### config.mk
export PLATFORM = sky130hd
export DESIGN_NAME = locker_access_arbiter_flat
export DESIGN_NICKNAME = d
export VERILOG_FILES = /design/src/rtl/locker_access_arbiter_if.sv /design/src/rtl/locker_access_arbiter.sv /design/src/flat_wrapper.sv
export SDC_FILE = /design/constraint.sdc
export NUM_CORES = 1
export LEC_CHECK = 0
export ABC_AREA = 1
export BUFFER_PORTS_ARGS = -buffer_cell sky130_fd_sc_hd__buf_4
export CAP_MARGIN = 0
export CORE_ASPECT_RATIO = 0.9
export CORE_MARGIN = 2
export CORE_UTILIZATION = 53
export DETAILED_ROUTE_END_ITERATION = 10
export HOLD_SLACK_MARGIN = 0.06
export PLACE_DENSITY = 0.82
export RECOVER_POWER = 25
export SKIP_LAST_GASP = 1
export SYNTH_ARGS = -nofsm -noshare
export SYNTH_HDL_FRONTEND = slang
export SYNTH_SLANG_ARGS = --single-unit
### constraint.sdc
create_clock -name clk_i -period 1.7 [get_ports clk_i]
set_clock_uncertainty 0.15 [all_clocks]
set_input_delay 0.425 -clock clk_i [delete_from_list [all_inputs] [get_ports clk_i]]
set_output_delay 0.425 -clock clk_i [all_outputs]
set_load 0.02 [all_outputs]
### src/rtl/locker_access_arbiter_if.sv
// rtl/locker_access_arbiter_if.sv - keypad and locker signal bundle for the access arbiter
interface locker_access_arbiter_if #(
    parameter int NUM_PADS = 2
);
    logic [NUM_PADS-1:0]   pad_req;
    logic [NUM_PADS-1:0]   pad_submit;
    logic [4*NUM_PADS-1:0] pad_digit;
    logic [NUM_PADS-1:0]   pad_grant;
    logic                  lk_submit;
    logic [3:0]            lk_digit;
    logic                  lk_reset;
    logic                  lk_unlocked;
    logic                  lk_locked;
    logic                  busy;
    logic                  lockout;
    logic                  session_done;
    logic                  session_pass;

    modport slave (
        input  pad_req, pad_submit, pad_digit, lk_unlocked, lk_locked,
        output pad_grant, lk_submit, lk_digit, lk_reset, busy, lockout,
               session_done, session_pass
    );

    modport master (
        output pad_req, pad_submit, pad_digit, lk_unlocked, lk_locked,
        input  pad_grant, lk_submit, lk_digit, lk_reset, busy, lockout,
               session_done, session_pass
    );
endinterface

### src/rtl/locker_access_arbiter.sv
// rtl/locker_access_arbiter.sv - round-robin keypad arbiter and session sequencer for one shared locker
module locker_access_arbiter #(
    parameter int NUM_PADS       = 2,
    parameter int CODE_LEN       = 4,
    parameter int IDLE_TIMEOUT   = 50,
    parameter int RESULT_WAIT    = 2,
    parameter int HOLD_CYCLES    = 20,
    parameter int LOCKOUT_CYCLES = 100
) (
    input  logic                   clk_i,
    input  logic                   reset_i,
    locker_access_arbiter_if.slave bus
);
    localparam int PW = (NUM_PADS > 1) ? $clog2(NUM_PADS) : 1;
    localparam int CW = $clog2(CODE_LEN) + 1;
    localparam int TW = $clog2(IDLE_TIMEOUT) + 1;
    localparam int RW = $clog2(RESULT_WAIT) + 1;
    localparam int HW = $clog2(HOLD_CYCLES) + 1;
    localparam int LW = $clog2(LOCKOUT_CYCLES) + 1;

    typedef enum logic [2:0] {
        S_IDLE, S_COLLECT, S_FLUSH, S_WAIT, S_HOLD, S_LOCKOUT, S_RELOCK
    } state_t;

    state_t              state_q, state_d;
    logic [PW-1:0]       rr_q, rr_d;
    logic [PW-1:0]       gidx_q, gidx_d;
    logic [NUM_PADS-1:0] grant_q, grant_d;
    logic [CW-1:0]       cnt_q, cnt_d;
    logic [TW-1:0]       idle_q, idle_d;
    logic [RW-1:0]       wait_q, wait_d;
    logic [HW-1:0]       hold_q, hold_d;
    logic [LW-1:0]       lock_q, lock_d;
    logic                gap_q, gap_d;
    logic [NUM_PADS-1:0] sub_q;
    logic                lk_submit_q, lk_submit_d;
    logic [3:0]          lk_digit_q, lk_digit_d;
    logic                lk_reset_q, lk_reset_d;
    logic                busy_q, busy_d;
    logic                lockout_q, lockout_d;
    logic                done_q, done_d;
    logic                pass_q, pass_d;

    logic                pick_found;
    logic [PW-1:0]       pick_idx;
    logic [PW-1:0]       cand;
    logic [NUM_PADS-1:0] sub_edge;
    logic                g_edge;
    logic                g_req;
    logic [3:0]          g_digit;
    logic                idle_expired;

    assign sub_edge     = bus.pad_submit & ~sub_q;
    assign g_edge       = sub_edge[gidx_q];
    assign g_req        = bus.pad_req[gidx_q];
    assign g_digit      = bus.pad_digit[{gidx_q, 2'b00} +: 4];
    assign idle_expired = (idle_q >= TW'(IDLE_TIMEOUT - 1));

    // First requester at or after the round-robin pointer, wrapping.
    always_comb begin
        pick_found = 1'b0;
        pick_idx   = '0;
        cand       = '0;
        for (int k = 0; k < NUM_PADS; k++) begin
            cand = PW'((int'(rr_q) + k) % NUM_PADS);
            if (!pick_found && bus.pad_req[cand]) begin
                pick_found = 1'b1;
                pick_idx   = cand;
            end
        end
    end

    always_comb begin
        state_d     = state_q;
        rr_d        = rr_q;
        gidx_d      = gidx_q;
        grant_d     = grant_q;
        cnt_d       = cnt_q;
        idle_d      = idle_q;
        wait_d      = wait_q;
        hold_d      = hold_q;
        lock_d      = lock_q;
        gap_d       = gap_q;
        lk_submit_d = 1'b0;
        lk_digit_d  = lk_digit_q;
        lk_reset_d  = 1'b0;
        lockout_d   = lockout_q;
        done_d      = 1'b0;
        pass_d      = 1'b0;

        case (state_q)
            S_IDLE: begin
                if (pick_found) begin
                    state_d = S_COLLECT;
                    gidx_d  = pick_idx;
                    grant_d = NUM_PADS'(1) << pick_idx;
                    rr_d    = (pick_idx == PW'(NUM_PADS - 1)) ? '0 : pick_idx + 1'b1;
                    cnt_d   = '0;
                    idle_d  = '0;
                end
            end
            S_COLLECT: begin
                // A digit beats both a request drop and an expiring idle timer.
                if (g_edge) begin
                    lk_submit_d = 1'b1;
                    lk_digit_d  = g_digit;
                    cnt_d       = cnt_q + 1'b1;
                    idle_d      = '0;
                    if (cnt_q == CW'(CODE_LEN - 1)) begin
                        state_d = S_WAIT;
                        wait_d  = '0;
                    end
                end else if (!g_req || idle_expired) begin
                    if (cnt_q != '0) begin
                        state_d = S_FLUSH;
                        gap_d   = 1'b0;
                    end else begin
                        state_d = S_IDLE;
                        grant_d = '0;
                    end
                end else if (idle_q != TW'(IDLE_TIMEOUT)) begin
                    idle_d = idle_q + 1'b1;
                end
            end
            S_FLUSH: begin
                gap_d = ~gap_q;
                if (!gap_q) begin
                    lk_submit_d = 1'b1;
                    lk_digit_d  = 4'hF;
                    cnt_d       = cnt_q + 1'b1;
                    if (cnt_q == CW'(CODE_LEN - 1)) begin
                        state_d = S_WAIT;
                        wait_d  = '0;
                    end
                end
            end
            S_WAIT: begin
                if (wait_q == RW'(RESULT_WAIT)) begin
                    done_d  = 1'b1;
                    grant_d = '0;
                    if (bus.lk_locked) begin
                        state_d   = S_LOCKOUT;
                        lockout_d = 1'b1;
                        lock_d    = '0;
                    end else if (bus.lk_unlocked) begin
                        state_d = S_HOLD;
                        pass_d  = 1'b1;
                        hold_d  = '0;
                    end else begin
                        state_d = S_IDLE;
                    end
                end else begin
                    wait_d = wait_q + 1'b1;
                end
            end
            S_HOLD: begin
                if (hold_q == HW'(HOLD_CYCLES - 1)) begin
                    state_d    = S_RELOCK;
                    lk_reset_d = 1'b1;
                end else begin
                    hold_d = hold_q + 1'b1;
                end
            end
            S_LOCKOUT: begin
                if (lock_q == LW'(LOCKOUT_CYCLES - 1)) begin
                    state_d    = S_RELOCK;
                    lk_reset_d = 1'b1;
                    lockout_d  = 1'b0;
                end else begin
                    lock_d = lock_q + 1'b1;
                end
            end
            S_RELOCK: begin
                state_d = S_IDLE;
            end
            default: begin
                state_d = S_IDLE;
                grant_d = '0;
            end
        endcase

        busy_d = (state_d != S_IDLE);
    end

    always_ff @(posedge clk_i or posedge reset_i) begin
        if (reset_i) begin
            state_q     <= S_IDLE;
            rr_q        <= '0;
            gidx_q      <= '0;
            grant_q     <= '0;
            cnt_q       <= '0;
            idle_q      <= '0;
            wait_q      <= '0;
            hold_q      <= '0;
            lock_q      <= '0;
            gap_q       <= 1'b0;
            sub_q       <= '0;
            lk_submit_q <= 1'b0;
            lk_digit_q  <= 4'h0;
            lk_reset_q  <= 1'b0;
            busy_q      <= 1'b0;
            lockout_q   <= 1'b0;
            done_q      <= 1'b0;
            pass_q      <= 1'b0;
        end else begin
            state_q     <= state_d;
            rr_q        <= rr_d;
            gidx_q      <= gidx_d;
            grant_q     <= grant_d;
            cnt_q       <= cnt_d;
            idle_q      <= idle_d;
            wait_q      <= wait_d;
            hold_q      <= hold_d;
            lock_q      <= lock_d;
            gap_q       <= gap_d;
            sub_q       <= bus.pad_submit;
            lk_submit_q <= lk_submit_d;
            lk_digit_q  <= lk_digit_d;
            lk_reset_q  <= lk_reset_d;
            busy_q      <= busy_d;
            lockout_q   <= lockout_d;
            done_q      <= done_d;
            pass_q      <= pass_d;
        end
    end

    assign bus.pad_grant    = grant_q;
    assign bus.lk_submit    = lk_submit_q;
    assign bus.lk_digit     = lk_digit_q;
    assign bus.lk_reset     = lk_reset_q;
    assign bus.busy         = busy_q;
    assign bus.lockout      = lockout_q;
    assign bus.session_done = done_q;
    assign bus.session_pass = pass_q;
endmodule

### src/flat_wrapper.sv
// flat-port wrapper written by rule: the top's interface ports become plain ports
module locker_access_arbiter_flat 
#(
    parameter int NUM_PADS       = 2,
    parameter int CODE_LEN       = 4,
    parameter int IDLE_TIMEOUT   = 50,
    parameter int RESULT_WAIT    = 2,
    parameter int HOLD_CYCLES    = 20,
    parameter int LOCKOUT_CYCLES = 100
)
  (clk_i, reset_i, bus_pad_req, bus_pad_submit, bus_pad_digit, bus_lk_unlocked, bus_lk_locked, bus_pad_grant, bus_lk_submit, bus_lk_digit, bus_lk_reset, bus_busy, bus_lockout, bus_session_done, bus_session_pass);
  locker_access_arbiter_if #(.NUM_PADS(NUM_PADS)) bus_i ();
  input  logic clk_i;
  input  logic reset_i;
  input wire logic [$bits(bus_i.pad_req)-1:0] bus_pad_req;
  input wire logic [$bits(bus_i.pad_submit)-1:0] bus_pad_submit;
  input wire logic [$bits(bus_i.pad_digit)-1:0] bus_pad_digit;
  input wire logic [$bits(bus_i.lk_unlocked)-1:0] bus_lk_unlocked;
  input wire logic [$bits(bus_i.lk_locked)-1:0] bus_lk_locked;
  output wire logic [$bits(bus_i.pad_grant)-1:0] bus_pad_grant;
  output wire logic [$bits(bus_i.lk_submit)-1:0] bus_lk_submit;
  output wire logic [$bits(bus_i.lk_digit)-1:0] bus_lk_digit;
  output wire logic [$bits(bus_i.lk_reset)-1:0] bus_lk_reset;
  output wire logic [$bits(bus_i.busy)-1:0] bus_busy;
  output wire logic [$bits(bus_i.lockout)-1:0] bus_lockout;
  output wire logic [$bits(bus_i.session_done)-1:0] bus_session_done;
  output wire logic [$bits(bus_i.session_pass)-1:0] bus_session_pass;
  assign bus_i.pad_req = bus_pad_req;
  assign bus_i.pad_submit = bus_pad_submit;
  assign bus_i.pad_digit = bus_pad_digit;
  assign bus_i.lk_unlocked = bus_lk_unlocked;
  assign bus_i.lk_locked = bus_lk_locked;
  assign bus_pad_grant = bus_i.pad_grant;
  assign bus_lk_submit = bus_i.lk_submit;
  assign bus_lk_digit = bus_i.lk_digit;
  assign bus_lk_reset = bus_i.lk_reset;
  assign bus_busy = bus_i.busy;
  assign bus_lockout = bus_i.lockout;
  assign bus_session_done = bus_i.session_done;
  assign bus_session_pass = bus_i.session_pass;
  locker_access_arbiter #(.NUM_PADS(NUM_PADS), .CODE_LEN(CODE_LEN), .IDLE_TIMEOUT(IDLE_TIMEOUT), .RESULT_WAIT(RESULT_WAIT), .HOLD_CYCLES(HOLD_CYCLES), .LOCKOUT_CYCLES(LOCKOUT_CYCLES)) u_core (.clk_i(clk_i), .reset_i(reset_i), .bus(bus_i));
endmodule
# Word-level counts from Yosys, hierarchy flattened
# Index checks and enable logic that the tools add are counted.
[classes] bitwise=4 n_addsub=7 n_lt_le_gt_ge=4 reduce_logical=24 shifts=2 n_eq_ne=28 muxes=77
[op_table] op="$mux W3" count=13
[op_table] op="$mux W1" count=29
[op_table] op="$mux W7" count=4
[op_table] op="$mux W6" count=4
[op_table] op="$mux W8" count=3
[op_table] op="$reduce_and A4 Y1" count=6
[op_table] op="$mux W2" count=10
[op_table] op="$ne A2 B2 Y1 const B" count=9
[op_table] op="$pmux W3 S6" count=1
[op_table] op="$pmux W8 S2" count=1
[op_table] op="$pmux W7 S2" count=1
[op_table] op="$ne A2 B1 Y1 const B" count=6
[op_table] op="$pmux W6 S2" count=1
[op_table] op="$reduce_bool A3 Y1" count=4
[op_table] op="$eq A3 B2 Y1 const B" count=3
[op_table] op="$eq A3 B3 Y1 const B" count=3
[op_table] op="$pmux W3 S3" count=1
[op_table] op="$add A8 B1 Y8 const B" count=1
[op_table] op="$eq A8 B7 Y1 const B" count=1
[op_table] op="$mux W4" count=2
[op_table] op="$pmux W1 S2" count=4
[op_table] op="$pmux W2 S4" count=1
[op_table] op="$pmux W4 S2" count=1
[op_table] op="$reduce_bool A2 Y1" count=4
[op_table] op="28 further kinds" count=33
[word_totals] inputBits=16 elab_cells=164 ff_bits=46

# Depth between registers and ports, before layout
# Gate-level depths: netlist (run 1).
[depth] depth_word=9 depth_mapped=11 depth_no_buf=11

# Least setup slack after synthesis (run 1)
# OpenSTA, ideal clock, no wires.
[synth_timing] kind="reg2reg" start="reg u_core.idle_q[1]" end="reg u_core.idle_q[2]" stages_incl_launch_ff=12 slack_ns=0.162 arrival_time_ns=1.270 required_ns=1.432 period_less_slack_ns=1.538 path_cell_list="dfrtp_1 -> inv_1 -> ha_1 -> inv_1 -> nand3_1 -> nand2_1 -> nand3_1 -> nand2_2 -> nand2_2 -> buf_6 -> nand2_2 -> o21ai_2"
[synth_via] elab_chain_cells=5 elab_cells_between_ends=11
[synth_lines] element="start, declared" line_no="locker_access_arbiter.sv:30" source="logic [TW-1:0] idle_q, idle_d;"
[synth_lines] element="start signal, assigned" line_no="locker_access_arbiter.sv:211" source="idle_q <= idle_d;"
[synth_lines] element="$add A7 B1 Y7" line_no="locker_access_arbiter.sv:122" source="idle_d = idle_q + 1'b1;"
[synth_lines] element="$mux W7" line_no="locker_access_arbiter.sv:121" source="end else if (idle_q != TW'(IDLE_TIMEOUT)) begin"
[synth_lines] element="$mux W7" line_no="locker_access_arbiter.sv:113" source="end else if (!g_req || idle_expired) begin"
[synth_lines] element="$mux W7" line_no="locker_access_arbiter.sv:104" source="if (g_edge) begin"
[synth_lines] element="$pmux W7 S2" line_no="locker_access_arbiter.sv:91" source="case (state_q)"
# Parallel ways exist; a longest one is shown, timed or not. The select of a mux whose other input is x is not followed.
# A chain may end at the register's enable or synchronous reset.

# Worst setup path after layout (run 1)
[layout_timing] start="reg u_core.idle_q[0]" end="reg u_core.idle_q[4]"
# Same word-level chain as after synthesis.

==> impl_metrics.tcl, run 1 <==
set metrics [dict create \
    status "complete, no violations" \
    grt_use_total_pct 21.81 \
    cts_buffers 5 \
    fin_total_pwr_mw 5.261 \
    cp.required_ns 1.75 \
    clock-sinks 46 \
    drive_gt1_share_pct 30.08 \
    syn_inst 335 \
    cp.arrival_ns 1.67 \
    hp-start "bus_pad_submit[1]" \
    r2r_slack_ns 0.08 \
    worstSetupPathType "reg -> reg" \
    ant_nets 0 \
    switching_power_mw 2.340 \
    yosysSeqAreaShare_pct 43.03 \
    min_period_ns 1.621 \
    finalNetCount 423 \
    grt.busiest_layer "met2" \
    reg2reg_to "u_core.idle_q[4]$_DFFE_PP0P_" \
    die_area_um2 5632 \
    r2r_cells 9 \
    hold_path.class "in -> reg" \
    clock.fmax_mhz 617.1 \
    synth_top_area_share_pct 43.03 \
    area_delta_synth_final_pct 25.68 \
    hold_viol 0 \
    grt_pass1_vias 2275 \
    routed_via_density 5.153 \
    gr-usage-met3_pct 4.030 \
    antenna_found_initial 0 \
    ios 28 \
    core_um2 4865 \
    synth-edff-count 0 \
    synth_area_leaders "dfrtp_1, nand2_1, inv_1, ha_1, nor2_1" \
    grt_max_degree 18 \
    ir_drop_mv 0.9845 \
    route.detailed.drc 0 \
    ys.warnings.count 0 \
    ys_async_sr_fraction_pct 100.0 \
    vias 2391 \
    overflow 0 \
    cts_tree "done" \
    maxCapViolCount 0 \
    synth_top_area_cell "dfrtp_1" \
    diodes 0 \
    dp.final_hpwl_um 4230 \
    min_period_over_period_pct 95.33 \
    cts.path.max_buffers 2 \
    hold_end "u_core.sub_q[1]$_DFF_PP0_" \
    p_comb_share_pct 53.7 \
    portBuffers 27 \
    fillers 386 \
    syn_avg_cell_area_um2 7.985 \
    p_sw_share_pct 44.48 \
    clk_pin_slew_ns 0.08 \
    met1_usage_pct 28.12 \
    cp-startpoint "u_core.idle_q[0]$_DFFE_PP0P_" \
    slew_viol_final 0 \
    cp-start-kind "register" \
    die_y_um 71.40 \
    path_max_fanout 13 \
    syn_area_um2 2675 \
    p_clk_share_pct 14.9 \
    grt_pass1_wl_um 9584 \
    routed_wl_um 5761 \
    r2r-start "u_core.idle_q[0]$_DFFE_PP0P_" \
    p_per_area_nw_per_um2 1565 \
    post_drt_wl_per_cell_um 12.42 \
    synth_cell_types 30 \
    rows 24 \
    clk_latency_ns 0.30 \
    relSlewSlack_pct 49.61 \
    yosys_register_bits 46 \
    end_kind "register" \
    syn_nets 360 \
    hold_ws_ns 0.1094 \
    die_x_um 78.89 \
    hold_path_depth 1 \
    drt_iter0_drc 152 \
    cts_root_buffer "clkbuf_8" \
    initial_core_util_pct 54.99 \
    internal_power_mw 2.921 \
    grt_use_met2_pct 35.52 \
    p_leak_nw 1.750 \
    gp_congestion 0.9176 \
    synth-main-ff-cell "dfrtp_1" \
    setup_violations 0 \
    p_seq_share_pct 31.4 \
    htree_levels 2 \
    dr.pass1.iters 5 \
    tightest_slew_ns 0.7550 \
]
==> timing repair <==
action                                 CTS  global route
buffers inserted                         0             6
hold buffers                             1             0
gates resized for setup                  1            16
pin swaps                                0             3
cloned                                   0             1
endpoints found under the hold margin   15             0
setup endpoints to repair                1            34
==> power groups by stage <==
stage / clock network, mW / logic (mW) / registers (mW)
finish: 0.783 / 2.83 / 1.65
global route: 0.837 / 3.17 / 1.69
CTS: 0.792 / 2.58 / 1.66
detailed placement: 0 / 2.55 / 1.68
global placement: 0 / 2.47 / 1.67
floorplan: 0 / 1.70 / 1.78
==> cell usage after synthesis, types with 4 or more instances <==
master	instances
nand2_1	102
nand3_1	18
nand2_2	8
nor2_1	27
inv_1	31
dfrtp_1	46
o21ai_0	18
o21ai_2	9
ha_1	9
inv_2	9
xor2_1	7
o21bai_1	4
nor2_4	4
nand4_1	9
o21ai_1	6
==> cells in the final DEF (no fill, tap or decap), types with 10 or more instances in the layout <==
master / n
nor2_1: 25
o21ai_0: 16
nand3_1: 18
inv_1: 31
dfrtp_1: 44
o21ai_2: 10
buf_4: 52
nand2_1: 98
nand2_2: 11
==> metrics by stage <==
stage / setup TNS [ns] / cells / utilization (%) / cell area, um^2 / setup WS, ns
floorplan: 0 / 335 / - / 2675 / 0.03724
global placement: 0 / 448 / 64.35 / 3131 / 0.05718
detailed placement: 0 / 448 / 64.35 / 3131 / 0.001019
CTS: 0 / 457 / 66.92 / 3256 / 0.009802
global route: -0.1260 / 464 / 69.11 / 3362 / -0.03675
finish: 0 / 464 / 69.11 / 3362 / 0.07942
==> cell type report <==
| cell class | count | area [um^2] | area share [%] |
|---|---|---|---|
| Multi-Input combinational cell | 247 | 1408 | 41.87 |
| Sequential cell | 46 | 1154 | 34.31 |
| Timing Repair Buffer | 58 | 459.2 | 13.66 |
| Inverter | 40 | 150.1 | 4.466 |
| Clock buffer | 8 | 110.1 | 3.275 |
| Tap cell | 65 | 81.33 | 2.419 |
==> critical path, stage by stage, from the launching register on <==
cell and delay [ns]:
dfrtp_1 0.44, ha_1 0.21, inv_1 0.05, nand3_1 0.09
nand2_2 0.10, nand3_1 0.09, nand2_2 0.12, nand2_8 0.11
nand2_1 0.11, o21ai_2 0.05
==> logic make-up after synthesis <==
kind of cell / after synthesis / share of synthesized area (%)
flops: 46 / 43.03
simple gates: 186 / 32.74
fa+ha+maj: 9 / 4.210
buf+inv: 43 / 6.875
xor+xnor: 7 / 2.292
compound gates: 44 / 10.85
==> how the worst max path moves through the flow <==
stage / endpoint / slack [ns] / depth (start not counted)
2_1_floorplan: u_core.bus.busy$_DFF_PP0_ / 0.04 / 1
3_3_place_gp: u_core.idle_q[3]$_DFFE_PP0P_ / 0.06 / 8
3_5_place_dp: u_core.idle_q[3]$_DFFE_PP0P_ / 0.001 / 8
4_1_cts: u_core.wait_q[0]$_DFFE_PP0P_ / 0.01 / 7
5_1_grt: u_core.bus.busy$_DFF_PP0_ / -0.04 / 8
6_report: u_core.idle_q[4]$_DFFE_PP0P_ / 0.08 / 9
==> state kept, by name, summed over array words and instances (netlist names) <==
signal / count
u_core.lock_q: 8
u_core.idle_q: 7
u_core.hold_q: 6
u_core.bus.lk_digit: 4
u_core.cnt_q: 3
u_core.state_q: 3
u_core.bus.pad_grant: 2
u_core.sub_q: 2
u_core.wait_q: 2
u_core.bus.busy: 1
u_core.bus.lk_reset: 1
u_core.bus.lk_submit: 1
u_core.bus.lockout: 1
u_core.bus.session_done: 1
u_core.bus.session_pass: 1
u_core.gap_q: 1
u_core.gidx_q: 1
u_core.rr_q: 1
==> metal layers <==
layer / part of all wire [%] / up-vias
met3: 4.1 / 22
met2: 48 / 66
met4: 2.8 / 0
li1: - / 1204
met1: 45 / 1099
met5: 0 / -
Note: power is estimated with default switching activity, not from simulation.
==> inputs of run 2 (changes only) <==
BUFFER_PORTS_ARGS = -buffer_cell sky130_fd_sc_hd__buf_2   (was -buffer_cell sky130_fd_sc_hd__buf_4)
CTS_CLUSTER_DIAMETER = 80   (was default)
==> run 2 against run 1 <==
Compared with the run above:
- clock power fell by 18%
- first-iteration DRC count fell by 12%
- critical path depth did not move
- power fell by 0.44%
- sequential power rose by 3%
- core utilization fell by 1.9 points
- highest routed layer unchanged
- cell area fell by 2.7%
- sequential share of layout area rose by 1.0 points
- worst setup slack got worse by 0.025 ns
==> impl_metrics.tcl, run 2 (same netlist as run 1, synthesis figures left out) <==
set metrics [dict create \
    status "complete, no violations" \
    routed_via_density 5.139 \
    r2r_cells 9 \
    reg_top3 "u_core.lock_q x8, u_core.idle_q x7, u_core.hold_q x6" \
    rows 24 \
    drt_iter0_drc 134 \
    fin_util_pct 67.23 \
    clock.fmax_mhz 607.8 \
    cp-start-kind "register" \
    reg2reg_to "u_core.bus.busy$_DFF_PP0_" \
    clk_latency_ns 0.30 \
    grt_pass1_wl_um 9756 \
    antenna_found_initial 0 \
    finalNetCount 419 \
    vias 2359 \
    maxCapViolCount 0 \
    slew_viol_final 0 \
    die_y_um 71.40 \
    route.detailed.drc 0 \
    clock-sinks 46 \
    area_delta_synth_final_pct 22.26 \
    die_area_um2 5632 \
    core_um2 4865 \
    fin_total_pwr_mw 5.238 \
    max_stage_delay_ns 0.37 \
    cts.path.max_buffers 2 \
    path_cells "inv_1, ha_4, inv_1, o21ai_2, nand3_1, nor2_1, nand2_1, nor2_2, nand2_1" \
    tightest_slew_ns 0.6216 \
    cp_slowest_cell "dfrtp_1" \
    ios 28 \
    ir_drop_mv 0.9821 \
    hp-start "bus_pad_submit[1]" \
    post_drt_wl_per_cell_um 13.00 \
    critPathTopFamily "simple AND/OR/NAND/NOR gates" \
    p_comb_share_pct 55.3 \
    p_seq_share_pct 32.4 \
    switching_power_mw 2.451 \
    dp.final_hpwl_um 4122 \
    clk_pin_slew_ns 0.09 \
    routed_wl_um 5965 \
    hold_path.class "in -> reg" \
    worstSetupPathType "reg -> reg" \
    setup_violations 0 \
    relSlewSlack_pct 58.56 \
    largest_reg_flops 8 \
    min_period_ns 1.645 \
    overflow 0 \
    grt_use_total_pct 22.07 \
    path_max_fanout 3 \
    internal_power_mw 2.787 \
    layout_common_cells "nand2_1, dfrtp_1, inv_1, buf_2" \
    regMostFlops "u_core.lock_q" \
    setup_slack_ns 0.05484 \
    initial_core_util_pct 54.99 \
    dr.pass1.iters 4 \
    grt_max_degree 47 \
    dp_worst_setup_slack_ns -0.04153 \
    cts_tree "done" \
    die_x_um 78.89 \
    grt_pass1_vias 2243 \
    r2r_slack_ns 0.05 \
    ant_nets 0 \
    gp_congestion 0.9073 \
    cp.arrival_ns 1.68 \
    portBuffers 27 \
    diodes 0 \
    r2r-start "u_core.wait_q[0]$_DFFE_PP0P_" \
    min_period_over_period_pct 96.77 \
    htree_levels 2 \
    p_clk_share_pct 12.2 \
    timing.critical_path.buf_inv 2 \
    p_per_area_nw_per_um2 1601 \
    p_leak_nw 1.703 \
    hold_path_depth 1 \
    p_sw_share_pct 46.79 \
    cts_root_buffer "clkbuf_8" \
    cts_buffers 5 \
    final_common_cell "nand2_1" \
    hold_end "u_core.sub_q[1]$_DFF_PP0_" \
    drive_gt1_share_pct 31.47 \
    cp.required_ns 1.74 \
    end_kind "register" \
    hold_viol 0 \
]
==> run 2: worst reg2reg max path: stages (launching register included) <==
cell	delay, ns
dfrtp_1	0.37
inv_1	0.13
ha_4	0.17
inv_1	0.07
o21ai_2	0.13
nand3_1	0.10
nor2_1	0.11
nand2_1	0.09
nor2_2	0.11
nand2_1	0.09
==> run 2: worst max path at each step <==
stage                            startpoint                            to  slack, ns  cells after the start
2_1_floorplan                       reset_i     u_core.bus.busy$_DFF_PP0_       0.04                      1
6_report       u_core.wait_q[0]$_DFFE_PP0P_     u_core.bus.busy$_DFF_PP0_       0.05                      9
5_1_grt        u_core.lock_q[0]$_DFFE_PP0P_     u_core.bus.busy$_DFF_PP0_      -0.03                      8
3_3_place_gp   u_core.idle_q[0]$_DFFE_PP0P_  u_core.idle_q[3]$_DFFE_PP0P_       0.03                      9
3_5_place_dp                 bus_pad_req[0]  u_core.idle_q[5]$_DFFE_PP0P_      -0.04                      8
4_1_cts         u_core.state_q[1]$_DFF_PP0_  u_core.lock_q[0]$_DFFE_PP0P_      0.004                      8
==> run 2: final cells by class <==
class / count / area [um^2]
Clock buffer: 6 / 72.57
Clock inverter: 1 / 7.507
Fill cell: 391 / 1594
Inverter: 40 / 152.6
Multi-Input combinational cell: 248 / 1469
Sequential cell: 46 / 1156
Tap cell: 65 / 81.33
Timing Repair Buffer: 53 / 331.6
==> run 2: metrics by stage <==
step                      instances  cell area (um^2)  hold WS [ns]  TNS [ns]
after floorplan                 335              2675        0.2913         0
after global placement          443              3013        0.3013         0
after detailed placement        443              3013        0.3154   -0.1872
after CTS                       453              3128       0.08919         0
after global routing            459              3271       0.07821   -0.1049
final                           459              3271       0.09316         0
==> run 2: power by group through the flow <==
stage	clock, mW	combinational (mW)	sequential, mW
3_5_place_dp	0	2.43	1.69
4_1_cts	0.656	2.50	1.67
2_1_floorplan	0	1.70	1.78
5_1_grt	0.714	3.22	1.74
3_3_place_gp	0	2.33	1.67
6_report	0.641	2.90	1.70
==> run 2: timing repair <==
item | CTS | global route
setup endpoints to repair | 6 | 33
hold buffers | 1 | 0
hold endpoints to repair | 46 | 0
buffers inserted | 2 | 4
cloned | 0 | 2
pin swaps | 1 | 6
resized for setup | 2 | 30
==> run 2: metal layers <==
layer | vias up | share of wire (%) | track usage (%)
li1 | 1196 | - | -
met1 | 1106 | 47 | 28.46
met2 | 47 | 49 | 36.37
met3 | 10 | 2.8 | 5.164
met4 | 0 | 1.6 | 8.812
met5 | - | 0 | 0
